### src/rtl/cac_link_scheduler.sv
// Round-robin scheduler sharing one CAC coder/decoder TSV channel between two requesters.
// Words are sent as BLEN-bit chunks; each coded chunk is checked for FTF violations and decode mismatches.
module cac_link_scheduler #(
  parameter  int unsigned BLEN   = 3,
  parameter  int unsigned TSV_W  = 4,
  parameter  int unsigned CHUNKS = 4,
  parameter  int unsigned CNT_W  = 16,
  localparam int unsigned WORD_W = BLEN * CHUNKS
) (
  input  logic              clock,
  input  logic              reset_n,
  input  logic              sched_en,
  input  logic              cnt_clr,
  input  logic              req0_valid,
  input  logic              req1_valid,
  input  logic [WORD_W-1:0] req0_data,
  input  logic [WORD_W-1:0] req1_data,
  output logic              req0_ready,
  output logic              req1_ready,
  output logic [BLEN-1:0]   coder_data,
  output logic              coder_en,
  input  logic [TSV_W-1:0]  tsv,
  input  logic [BLEN-1:0]   dec_data,
  output logic              busy,
  output logic              word_done,
  output logic              word_src,
  output logic              word_err,
  output logic [CNT_W-1:0]  ftf_count,
  output logic [CNT_W-1:0]  mis_count
);

  localparam int unsigned IDX_W = (CHUNKS > 1) ? $clog2(CHUNKS) : 1;

  typedef enum logic [1:0] {IDLE, SEND, CHECK, DONE} state_t;

  state_t              state_q, state_d;
  logic                rr_q, rr_d;
  logic                src_q, src_d;
  logic [WORD_W-1:0]   word_q, word_d;
  logic [IDX_W-1:0]    idx_q, idx_d;
  logic                acc_q, acc_d;
  logic [BLEN-1:0]     cd_q, cd_d;
  logic                ce_q, ce_d;
  logic                done_q, done_d;
  logic                wsrc_q, wsrc_d;
  logic                werr_q, werr_d;
  logic [CNT_W-1:0]    ftf_q, ftf_d;
  logic [CNT_W-1:0]    mis_q, mis_d;

  logic grant_any, grant_sel;
  logic ftf_hit, mis_hit;

  // Ready is combinational so the word is taken in the grant cycle; held low while in reset.
  always_comb begin
    grant_any  = reset_n && (state_q == IDLE) && sched_en && (req0_valid || req1_valid);
    grant_sel  = rr_q ? req1_valid : !req0_valid;
    req0_ready = grant_any && !grant_sel;
    req1_ready = grant_any && grant_sel;
  end

  // Odd lines must not fall below their lower neighbour, even lines must not rise above it.
  always_comb begin
    ftf_hit = 1'b0;
    for (int unsigned j = 1; j < TSV_W; j++) begin
      if ((j % 2) == 1) ftf_hit = ftf_hit | (!tsv[j] && tsv[j-1]);
      else              ftf_hit = ftf_hit | (tsv[j] && !tsv[j-1]);
    end
    mis_hit = (dec_data != cd_q);
  end

  always_comb begin
    state_d = state_q;
    rr_d    = rr_q;
    src_d   = src_q;
    word_d  = word_q;
    idx_d   = idx_q;
    acc_d   = acc_q;
    cd_d    = cd_q;
    ce_d    = 1'b0;
    done_d  = 1'b0;
    wsrc_d  = wsrc_q;
    werr_d  = werr_q;
    ftf_d   = ftf_q;
    mis_d   = mis_q;

    unique case (state_q)
      IDLE: begin
        if (grant_any) begin
          src_d   = grant_sel;
          word_d  = grant_sel ? req1_data : req0_data;
          acc_d   = 1'b0;
          idx_d   = '0;
          state_d = SEND;
        end
      end
      SEND: state_d = CHECK;
      CHECK: begin
        acc_d = acc_q | ftf_hit | mis_hit;
        if (idx_q == IDX_W'(CHUNKS - 1)) begin
          state_d = DONE;
          done_d  = 1'b1;
          wsrc_d  = src_q;
          werr_d  = acc_d;
        end else begin
          idx_d   = idx_q + 1'b1;
          state_d = SEND;
        end
      end
      DONE: begin
        rr_d    = !src_q;
        state_d = IDLE;
      end
      default: state_d = IDLE;
    endcase

    // Outputs are registered, so the chunk is loaded on the edge that enters SEND.
    if (state_d == SEND) begin
      ce_d = 1'b1;
      cd_d = word_d[idx_d*BLEN +: BLEN];
    end

    if (cnt_clr) begin
      ftf_d = '0;
      mis_d = '0;
    end else if (state_q == CHECK) begin
      if (ftf_hit && (ftf_q != '1)) ftf_d = ftf_q + 1'b1;
      if (mis_hit && (mis_q != '1)) mis_d = mis_q + 1'b1;
    end
  end

  always_ff @(posedge clock or negedge reset_n) begin
    if (!reset_n) begin
      state_q <= IDLE;
      rr_q    <= 1'b0;
      src_q   <= 1'b0;
      word_q  <= '0;
      idx_q   <= '0;
      acc_q   <= 1'b0;
      cd_q    <= '0;
      ce_q    <= 1'b0;
      done_q  <= 1'b0;
      wsrc_q  <= 1'b0;
      werr_q  <= 1'b0;
      ftf_q   <= '0;
      mis_q   <= '0;
    end else begin
      state_q <= state_d;
      rr_q    <= rr_d;
      src_q   <= src_d;
      word_q  <= word_d;
      idx_q   <= idx_d;
      acc_q   <= acc_d;
      cd_q    <= cd_d;
      ce_q    <= ce_d;
      done_q  <= done_d;
      wsrc_q  <= wsrc_d;
      werr_q  <= werr_d;
      ftf_q   <= ftf_d;
      mis_q   <= mis_d;
    end
  end

  assign coder_data = cd_q;
  assign coder_en   = ce_q;
  assign busy       = (state_q != IDLE);
  assign word_done  = done_q;
  assign word_src   = wsrc_q;
  assign word_err   = werr_q;
  assign ftf_count  = ftf_q;
  assign mis_count  = mis_q;

endmodule

### config.mk
export PLATFORM = sky130hd
export DESIGN_NAME = cac_link_scheduler
export DESIGN_NICKNAME = d
export VERILOG_FILES = /design/src/rtl/cac_link_scheduler.sv
export SDC_FILE = /design/constraint.sdc
export NUM_CORES = 1
export LEC_CHECK = 0
export CAP_MARGIN = 20
export CELL_PAD_IN_SITES_DETAIL_PLACEMENT = 0
export CELL_PAD_IN_SITES_GLOBAL_PLACEMENT = 1
export CORE_MARGIN = 5
export CORE_UTILIZATION = 37
export CTS_CLUSTER_DIAMETER = 150
export DETAILED_ROUTE_END_ITERATION = 8
export PLACE_DENSITY = 0.82
export SLEW_MARGIN = 20
export SYNTH_ARGS = -nofsm -noshare
export SYNTH_HDL_FRONTEND = slang
export SYNTH_SLANG_ARGS = --single-unit
export TNS_END_PERCENT = 10
### constraint.sdc
create_clock -name clock -period 2.32 [get_ports clock]
set_clock_uncertainty 0.2 [all_clocks]
set_input_delay 0.58 -clock clock [delete_from_list [all_inputs] [get_ports clock]]
set_output_delay 0.58 -clock clock [all_outputs]
set_load 0.02 [all_outputs]
==> results.toml <==
[cts]
clockBufferDepth = 2
hold_buffers = 0
cts.reportedPaths.clkPinSlew_ns = 0.10
cts_sinks = 55
cts_buffers = 5
cts_setup_buffers = 0
cts_max_level = 2
cts_tree = "yes"
insertion_delay_ns = 0.31
root_buffer = "clkbuf_8"

[sta]
min_period_ns = 2.267
setup_viol = 0
rsz0062_at_grt = "true"
hold_violations = 0
tightest_slew_ns = 0.7017
min_period_over_period = 0.9770
slew_headroom = 0.5322
slew_violations = 0
clock.fmax_mhz = 441.2

[worst_setup_path]
worst-path-buf-inv = 2
critPathArrivalTime_ns = 1.49
cpPeakStageDelay_ns = 0.41
path_delay_family = "flip-flops"
slowest_stage = "dfrtp_1"
critical_path_class = "reg2out"
crit_path_end_kind = "output pin"
cp-start-kind = "flip-flop"
crit_chain = "nor4bb_2, buf_4, nand2_4, a21oi_2, buf_6"
critical_path_peak_fanout = 3
cp.required_ns = 1.54

[floorplan]
start_util = 0.3830
die_h_um = 99.90
num_io_pins = 79
die-width_um = 99.90
dieArea_um2 = 9980
core.rowCount = 32
core_um2 = 7807

[power_and_ir_drop]
pwr-share-comb = 0.391
p_seq_frac = 0.422
p_total_uw = 3161
ir_drop_uv = 488.8
p_leak_uw = 0.001766
p_sw_uw = 1127
p_per_area_nw_per_um2 = 758.4
switching_share = 0.3565
clkPwrFrac = 0.188
p_int_uw = 2034

[synthesis]
async_flop_share = 1.000
synth-edff-count = 0
synth.net_count = 350
avgSynthCellArea_um2 = 9.615
synthCells = 311
synth-seq-area-share = 0.4603
synth_flop_cell = "dfrtp_1"
synth_compound_area_frac = 0.1536
synthAdderAreaFrac = 0.008368
synth_cell_types = 45
yosysWarnings = 0
netlist_area_um2 = 2990
synth_xor_area_frac = 0.07322
yosys.area_share.simple = 0.2439
ys_ff_latch = 55
synthMuxAreaShare = 0.03180
synth_top_family_by_area = "simple AND/OR/NAND/NOR gates"

[finish]
syn_to_final_growth_pct = 39.37
fin_area_um2 = 4168
layout.nets = 449
layout-drive-gt1-share = 0.1484
num_antenna_cells = 0

[status]
status = "finished clean"

[hold_path]
hold_class = "in2async"

[drt]
drcViolationCount = 0
detailroute.via_count = 2689
detail-route-antenna-nets = 0
firstDrtPassIters = 5
wl_per_cell_um = 14.61
routed_via_density = 5.242
drt_iter0_markers = 63
wl_mm = 7.496

[place]
place_congestion = 0.8431
placed_cell_area_um2 = 4036
dp_hpwl_mm = 5.747
port_buffers = 78

[global_route]
grt_pass1_wl_mm = 12.95
grt-ovfl-total = 0
antenna_found_initial = 0
grt_max_degree = 56
grt_usage = 0.1557
first_global_vias = 2759

[flow_run]
maxCapViolations = 0
==> cell usage after synthesis (2+ instances only) <==
master / n / share of area
xor2_1: 20 / 0.059
a31oi_1: 7 / 0.015
o2111ai_2: 2 / 0.010
or2_2: 2 / 0.0042
nor4_1: 3 / 0.0063
and4_1: 5 / 0.015
nor3_1: 4 / 0.0067
a21oi_1: 15 / 0.025
buf_2: 3 / 0.0050
or3_1: 3 / 0.0063
ha_1: 2 / 0.0084
or4_1: 2 / 0.0050
xnor2_1: 5 / 0.015
inv_1: 4 / 0.0050
mux2i_1: 5 / 0.017
o21ai_0: 18 / 0.030
nor4_2: 3 / 0.013
mux2_2: 4 / 0.015
nand2_1: 20 / 0.025
o211ai_1: 6 / 0.015
nand2b_1: 3 / 0.0063
a211oi_1: 3 / 0.0075
and3_1: 12 / 0.025
nor2b_1: 9 / 0.019
nand4_1: 6 / 0.013
nand3_1: 15 / 0.025
nor2_1: 35 / 0.044
clkbuf_1: 9 / 0.011
buf_6: 2 / 0.0075
o22ai_1: 3 / 0.0063
dfrtp_1: 55 / 0.46
and2_1: 6 / 0.013
o2111ai_1: 8 / 0.023
==> stage by stage <==
step                worst slack (ns)  hold slack [ns]  TNS (ns)  std cells    util
CTS                          0.01625           0.2548         0        513  0.5332
detailed placement           -0.8289           0.2747    -4.988        505  0.5170
global route                -0.05719           0.3087   -0.1388        513  0.5338
global placement             -0.7996           0.2634    -4.437        505  0.5170
floorplan                   0.001468          0.08441         0        311       -
finish                       0.05336           0.2310         0        513  0.5338
==> power by group through the flow <==
stage	sequential, uW	clock, uW	combinational, uW
finish	1330	594	1230
detailed placement	1350	0	1240
global placement	1340	0	1220
global route	1370	650	1360
floorplan	1390	0	651
CTS	1340	622	1240
==> cell families after synthesis <==
| kind of cell | Yosys count |
|---|---|
| flops | 55 |
| fa+ha+maj | 2 |
| compound gates | 68 |
| mux | 9 |
| buf+inv | 18 |
| xor+xnor | 25 |
| simple gates | 134 |
==> sequential cells by signal, indices dropped and copies added (netlist names), 2 cells and up <==
name and flops:
ftf_count 16, mis_count 16, word_q 9, coder_data 3, idx_q 2, state_q 2
==> final timing paths <==
| check | depth (start not counted) | to | start | slack, ns |
|---|---|---|---|---|
| max reg2reg | 7 | mis_count[7] | state_q[0] | 0.22 |
| max in group asynchronous | 2 | ftf_count[0] | reset_n | 1.23 |
| min in group clock | 2 | word_err | word_err | 0.29 |
| max | 5 | req0_ready | state_q[1] | 0.05 |
| min reg2reg | 2 | word_err | word_err | 0.29 |
| min | 2 | rr_q | reset_n | 0.23 |
==> placed cells by master (no fill, tap or decap), drive strengths merged, types with 5 or more instances in the layout <==
cell           Yosys  layout
nand4              6       6
o2111ai           10      10
a31oi              8       8
a21oi             17      17
nand2             21      21
xor2              20      20
mux2i              5       5
o21ai             18      18
nor4               6       6
and4               5       5
and3              12      12
clkdlybuf4s50      0      71
nor2b              9       9
o211ai             6       6
and2               6       6
clkbuf             9       7
buf                5      31
xnor2              5       5
nand3             16      16
dfrtp             55      55
nor2              35      35
==> layer usage <==
layer / routed length, um / part of all wire / GRT usage
met1: 3080 / 0.41 / 0.1868
met2: 3712 / 0.50 / 0.2709
met3: 599 / 0.080 / 0.05003
met4: 104 / 0.014 / 0.03676
met5: 0 / 0 / 0
==> repair_timing <==
item,CTS,global route
hold endpoints to repair,0,0
pin swaps,2,0
gates resized for setup,21,2
setup endpoints to repair,5,4
==> area by class of cell <==
| cell class | instances | area, um^2 |
|---|---|---|
| clock buffer | 7 | 96.34 |
| clock inverter | 1 | 7.507 |
| fill | 756 | 3640 |
| inverter | 4 | 15.01 |
| multi-input combinational | 238 | 1560 |
| sequential | 55 | 1376 |
| tap | 102 | 127.6 |
| timing repair buffer | 106 | 984.7 |
(Power assumes the default switching activity.)
